File: src/rtl/nand_seq_pkg.sv
`default_nettype none
// ---------------------------------------------------------------------------
// nand_seq_pkg : op codes, FSM/source/destination encodings, step counts.
// Revision 1.0
// ---------------------------------------------------------------------------
package nand_seq_pkg;

    localparam logic [2:0] OP_NOT  = 3'd0;
    localparam logic [2:0] OP_NAND = 3'd1;
    localparam logic [2:0] OP_AND  = 3'd2;
    localparam logic [2:0] OP_OR   = 3'd3;
    localparam logic [2:0] OP_NOR  = 3'd4;
    localparam logic [2:0] OP_XOR  = 3'd5;
    localparam logic [2:0] OP_XNOR = 3'd6;
    localparam logic [2:0] OP_ILL  = 3'd7;

    typedef enum logic [1:0] {ST_IDLE, ST_RUN, ST_DONE} state_e;
    typedef enum logic [2:0] {SRC_X, SRC_Y, SRC_T1, SRC_T2, SRC_T3} src_e;
    typedef enum logic [1:0] {DST_T1, DST_T2, DST_T3, DST_R} dst_e;

    function automatic logic [2:0] steps_of(input logic [2:0] op);
        case (op)
            OP_AND:          steps_of = 3'd2;
            OP_OR:           steps_of = 3'd3;
            OP_NOR, OP_XOR:  steps_of = 3'd4;
            OP_XNOR:         steps_of = 3'd5;
            default:         steps_of = 3'd1;
        endcase
    endfunction

endpackage
`default_nettype wire

File: src/rtl/nand_seq_ucode.sv
`default_nettype none
// ---------------------------------------------------------------------------
// nand_seq_ucode : (op, step) -> NAND operand sources, destination, last flag.
// Revision 1.0
// ---------------------------------------------------------------------------
module nand_seq_ucode
    import nand_seq_pkg::*;
(
    input  logic [2:0] op_i,
    input  logic [2:0] step_i,
    output src_e       src_a_o,
    output src_e       src_b_o,
    output dst_e       dst_o,
    output logic       last_o
);

    always_comb begin
        src_a_o = SRC_X;
        src_b_o = SRC_X;
        dst_o   = DST_R;
        case (op_i)
            OP_NAND: src_b_o = SRC_Y;
            OP_AND: begin
                if (step_i == 3'd0) begin
                    src_b_o = SRC_Y; dst_o = DST_T1;
                end else begin
                    src_a_o = SRC_T1; src_b_o = SRC_T1;
                end
            end
            OP_OR, OP_NOR: begin
                case (step_i)
                    3'd0: dst_o = DST_T1;
                    3'd1: begin src_a_o = SRC_Y;  src_b_o = SRC_Y;  dst_o = DST_T2; end
                    3'd2: begin
                        src_a_o = SRC_T1; src_b_o = SRC_T2;
                        dst_o   = (op_i == OP_NOR) ? DST_T3 : DST_R;
                    end
                    default: begin src_a_o = SRC_T3; src_b_o = SRC_T3; end
                endcase
            end
            OP_XOR, OP_XNOR: begin
                // XNOR re-uses T1 once XOR's first three steps no longer need it
                case (step_i)
                    3'd0: begin src_b_o = SRC_Y; dst_o = DST_T1; end
                    3'd1: begin src_b_o = SRC_T1; dst_o = DST_T2; end
                    3'd2: begin src_a_o = SRC_Y; src_b_o = SRC_T1; dst_o = DST_T3; end
                    3'd3: begin
                        src_a_o = SRC_T2; src_b_o = SRC_T3;
                        dst_o   = (op_i == OP_XNOR) ? DST_T1 : DST_R;
                    end
                    default: begin src_a_o = SRC_T1; src_b_o = SRC_T1; end
                endcase
            end
            default: ;
        endcase
    end

    assign last_o = (step_i == (steps_of(op_i) - 3'd1));

endmodule
`default_nettype wire

File: src/rtl/nand_seq_ctrl.sv
`default_nettype none
// ---------------------------------------------------------------------------
// nand_seq_ctrl : bit-serial logic unit built on one shared external NAND cell.
// Revision 1.0
// ---------------------------------------------------------------------------
module nand_seq_ctrl
    import nand_seq_pkg::*;
#(
    parameter int W = 8
) (
    input  logic         clk,
    input  logic         rst_n,
    input  logic         in_valid,
    output logic         in_ready,
    input  logic [W-1:0] in_a,
    input  logic [W-1:0] in_b,
    input  logic [2:0]   in_op,
    output logic         out_valid,
    input  logic         out_ready,
    output logic [W-1:0] out_y,
    output logic         out_err,
    output logic         nand_a,
    output logic         nand_b,
    input  logic         nand_y,
    output logic         busy
);

    localparam int              IDXW     = (W > 1) ? $clog2(W) : 1;
    localparam logic [IDXW-1:0] LAST_IDX = IDXW'(W - 1);

    state_e          state_q, state_d;
    logic [W-1:0]    a_q, a_d, b_q, b_d, acc_q, acc_d, y_q, y_d;
    logic [2:0]      op_q, op_d, step_q, step_d;
    logic [IDXW-1:0] idx_q, idx_d;
    logic            t1_q, t1_d, t2_q, t2_d, t3_q, t3_d, err_q, err_d;

    src_e  w_src_a, w_src_b;
    dst_e  w_dst;
    logic  w_last, w_x, w_y, w_sel_a, w_sel_b;

    nand_seq_ucode u_ucode (
        .op_i    (op_q),
        .step_i  (step_q),
        .src_a_o (w_src_a),
        .src_b_o (w_src_b),
        .dst_o   (w_dst),
        .last_o  (w_last)
    );

    assign w_x = a_q[idx_q];
    assign w_y = b_q[idx_q];

    always_comb begin
        case (w_src_a)
            SRC_X:   w_sel_a = w_x;
            SRC_Y:   w_sel_a = w_y;
            SRC_T1:  w_sel_a = t1_q;
            SRC_T2:  w_sel_a = t2_q;
            default: w_sel_a = t3_q;
        endcase
        case (w_src_b)
            SRC_X:   w_sel_b = w_x;
            SRC_Y:   w_sel_b = w_y;
            SRC_T1:  w_sel_b = t1_q;
            SRC_T2:  w_sel_b = t2_q;
            default: w_sel_b = t3_q;
        endcase
    end

    assign nand_a    = (state_q == ST_RUN) & w_sel_a;
    assign nand_b    = (state_q == ST_RUN) & w_sel_b;
    assign in_ready  = (state_q == ST_IDLE);
    assign busy      = (state_q != ST_IDLE);
    assign out_valid = (state_q == ST_DONE);
    assign out_y     = y_q;
    assign out_err   = err_q;

    always_comb begin
        state_d = state_q;
        a_d     = a_q;
        b_d     = b_q;
        op_d    = op_q;
        idx_d   = idx_q;
        step_d  = step_q;
        t1_d    = t1_q;
        t2_d    = t2_q;
        t3_d    = t3_q;
        acc_d   = acc_q;
        y_d     = y_q;
        err_d   = err_q;
        case (state_q)
            ST_IDLE: begin
                if (in_valid) begin
                    a_d    = in_a;
                    b_d    = in_b;
                    op_d   = in_op;
                    idx_d  = '0;
                    step_d = 3'd0;
                    if (in_op == OP_ILL) begin
                        state_d = ST_DONE;
                        y_d     = '0;
                        err_d   = 1'b1;
                    end else begin
                        state_d = ST_RUN;
                    end
                end
            end
            ST_RUN: begin
                case (w_dst)
                    DST_T1:  t1_d = nand_y;
                    DST_T2:  t2_d = nand_y;
                    DST_T3:  t3_d = nand_y;
                    default: acc_d[idx_q] = nand_y;
                endcase
                if (w_last) begin
                    step_d = 3'd0;
                    if (idx_q == LAST_IDX) begin
                        // Result becomes visible only here, so partial bits never leak out.
                        idx_d   = '0;
                        state_d = ST_DONE;
                        y_d     = acc_d;
                        err_d   = 1'b0;
                    end else begin
                        idx_d = idx_q + 1'b1;
                    end
                end else begin
                    step_d = step_q + 3'd1;
                end
            end
            ST_DONE: begin
                if (out_ready) state_d = ST_IDLE;
            end
            default: state_d = ST_IDLE;
        endcase
    end

    always_ff @(posedge clk or negedge rst_n) begin
        if (!rst_n) begin
            state_q <= ST_IDLE;
            a_q     <= '0;
            b_q     <= '0;
            op_q    <= 3'd0;
            idx_q   <= '0;
            step_q  <= 3'd0;
            t1_q    <= 1'b0;
            t2_q    <= 1'b0;
            t3_q    <= 1'b0;
            acc_q   <= '0;
            y_q     <= '0;
            err_q   <= 1'b0;
        end else begin
            state_q <= state_d;
            a_q     <= a_d;
            b_q     <= b_d;
            op_q    <= op_d;
            idx_q   <= idx_d;
            step_q  <= step_d;
            t1_q    <= t1_d;
            t2_q    <= t2_d;
            t3_q    <= t3_d;
            acc_q   <= acc_d;
            y_q     <= y_d;
            err_q   <= err_d;
        end
    end

endmodule
`default_nettype wire

File: config.mk
export PLATFORM = sky130hd
export DESIGN_NAME = nand_seq_ctrl
export DESIGN_NICKNAME = d
export VERILOG_FILES = /design/src/rtl/nand_seq_pkg.sv /design/src/rtl/nand_seq_ucode.sv /design/src/rtl/nand_seq_ctrl.sv
export SDC_FILE = /design/constraint.sdc
export NUM_CORES = 1
export LEC_CHECK = 0
export ABC_CLOCK_PERIOD_IN_PS = 4800
export BUFFER_PORTS_ARGS = -buffer_cell sky130_fd_sc_hd__buf_2
export CAP_MARGIN = 20
export CORE_MARGIN = 2
export CORE_UTILIZATION = 62
export CTS_CLUSTER_DIAMETER = 200
export DETAILED_ROUTE_END_ITERATION = 7
export MAX_ROUTING_LAYER = met4
export PLACE_DENSITY = 0.91
export SYNTH_ARGS = -nofsm -noshare
export SYNTH_HDL_FRONTEND = slang
export SYNTH_HIERARCHICAL = 1
export SYNTH_SLANG_ARGS = --single-unit
File: constraint.sdc
create_clock -name clk -period 4.8 [get_ports clk]
set_input_delay 0.48 -clock clk [delete_from_list [all_inputs] [get_ports clk]]
set_output_delay 0.48 -clock clk [all_outputs]
set_load 0.03 [all_outputs]
==> metrics.txt <==
status finished clean; # nets final 346; final worst slack 1.80 ns; Detailed Routing Iterations Pass 1 6; hold buffer count at cts 0; Worst Setup End Kind primary output; FF+latch area 0.00118 mm^2; Final period util 62.5%; crit path DAT 2.52 ns; Via Count 2259; Max-Cap Viols 0; RePlAce Congestion 0.886; DRT iter0 DRCs 230; Setup CP Type reg -> out; most frequent cells in the layout nand2_1 (66), dfrtp_1 (47), buf_2 (37); Syn Inst Count 294; max_slew headroom 35.7%; Hold Path Class in -> async; Slew Viols, Final 0; Slew @ Worst Pin 0.964 ns; Fill cells 340; GR peak layer met2; Post-Syn Nets 321; post-route insts no fill 371; area fraction of the dominant cell type after synthesis 42.6%; drt via density 6.09; P_int 0.00118 W; Placed Instance Area 0.00288 mm^2; ant diodes 0; Worst Skew 0.00770 ns; Residual DRC 0; die height 70.7 um; Finish-stage setup viols 0; final hold violations 0; remaining antenna violation count 0; vias in the first global route 2087; IO Pins 38; Tmin final 3.00 ns; Synth Flop Type dfrtp_1; initial core utilization 63.8%; CORE AREA 0.00432 mm^2; met3 Track Usage GR 5.27%; Post-synth EDFFs 0; share of cells above drive strength 1 20.1%; placed insts 363; DIE WIDTH 70.7 um; switch share 45.1%; Area Growth Syn to Fin 8.98%; met1 Use GR 32.5%; WL final 5800 um; Total Routing Usage GR 25.3%; DP Wirelength 4000 um; Yosys reg bits 47; post-route cell area 0.00301 mm^2; clock sink count 47; CTS tree done; synthesized area per cell 9.38 um^2; post_cts resized 0; Avg WL per Cell 15.6 um; FF-to-FF path depth 8; Peak Freq 333 MHz; num rows 24; hold slack 0.102 ns; Setup crit start kind flop; fraction of registers with async set/reset 100%; pre-CTS setup slack 1.93 ns; Fin Setup TNS 0 ns; Ys Warns 6; Critical Path Fanout Max 15; most common cell after layout, fill and taps aside nand2_1; Port Buffers 37; initial antenna violation count 0; number of H-tree levels 2; LEAKAGE 1.46 nW; Yosys cell types 53; area occupied by multi-input gates 0.00143 mm^2; gr ovfl total 0; logic gate share of total power 50.7%; Reg power frac 36.4%; register area share after synthesis 42.6%; post-CTS setup buffer count 0; Yosys top cell by area dfrtp_1; synth top area cells dfrtp_1 (43%), nand2_1 (9.0%), mux2_2 (4.1%); worst-skew pair later-pin latency 0.30 ns; largest net degree at the start of global routing 48; deepest clock path buffer count 2; Pwr Density 716 mW/mm^2; root buf cell clkbuf_8; met2 Use GR 40.7%; Max IR drop VDD 0.309 mV; clock-pin slew on the worst setup and hold paths 0.08 ns; Die ar. 0.00500 mm^2; global-route wire length before repair 9690 um; sw power 0.000970 W; RSZ-0062 raised after global routing no; Required @ worst endpoint 4.32 ns; synthesized cell area 0.00276 mm^2; Clock power frac 12.9%; Num CTS Buffers 5
[final timing paths]
check / startpoint / endpoint / slack, ns
max: op_q[2] / nand_b / 1.80
min: rst_n / out_y[1] / 0.10
max reg2reg: op_q[1] / out_y[3] / 1.82
min reg2reg: b_q[3] / b_q[3] / 0.47
max in group asynchronous: rst_n / b_q[6] / 4.20
min in group clk: in_a[4] / a_q[4] / 0.37
[cells in the mapped netlist, drive strengths merged, types with 4 or more instances]
master and n:
nor2b 7, mux4 4, nand2b 5, nand3b 5
a21o 9, nor2 10, o31ai 6, a21oi 21
buf 14, o21ai 10, inv 8, a32o 4
o22ai 4, clkbuf 6, nand3 13, nand2 66
mux2 13, o211ai 4, dfrtp 47
[critical path, cell delays in order, from the launching register on]
cell and delay [ns]:
dfrtp_1 0.61, or3b_4 0.47, o21ai_1 0.09, a22oi_1 0.08, o22ai_1 0.29, mux2i_1 0.22, nor2b_1 0.06, o21ai_0 0.13
nand3_1 0.07, buf_2 0.18
[state kept, by name (all words and copies together) (netlist names)]
signal and count:
out_err 1, out_y 8, step_q 3, t3_q 1
t2_q 1, op_q 3, acc_q 8, state_q 2
idx_q 3, b_q 8, t1_q 1, a_q 8
[routing by layer]
metal,wire length [um],vias to the layer above,part of all wire [%]
li1,-,1086,-
met1,2420,1068,42
met3,355,13,6.1
met5,0,-,0
met2,2940,92,51
met4,85,0,1.5
[through the flow]
step	util (%)	power, W
2_1_floorplan	-	0.00165
3_3_place_gp	66.7	0.00180
3_5_place_dp	66.7	0.00186
4_1_cts	69.0	0.00214
5_1_grt	69.5	0.00230
6_report	69.5	0.00215
[kinds of logic (layout without fill, tap and decap cells)]
logic type      Yosys count  in the layout  share of synthesized area [%]
xor+xnor                  3              3                          0.953
buf+inv                  28             53                           5.63
flops                    47             47                           42.6
mux                      20             20                           10.2
simple gates            127            127                           22.9
compound gates           66             66                           16.3
fa+ha+maj                 3              3                           1.36
[area by class of cell]
type | count | share of cell area [%]
clock inverter | 1 | 0.999
timing repair buffer | 38 | 6.83
inverter | 8 | 0.999
tap | 52 | 2.16
clock buffer | 6 | 2.41
sequential | 47 | 39.1
multi-input combinational | 219 | 47.5
[power groups by stage]
stage          Clock (W)  Combinational, W  Sequential (W)
6_report        0.000277           0.00109        0.000784
5_1_grt         0.000296           0.00119        0.000815
4_1_cts         0.000280           0.00108        0.000781
3_5_place_dp           0           0.00107        0.000787
3_3_place_gp           0           0.00103        0.000769
2_1_floorplan          0          0.000908        0.000739
(Power assumes the default switching activity.)
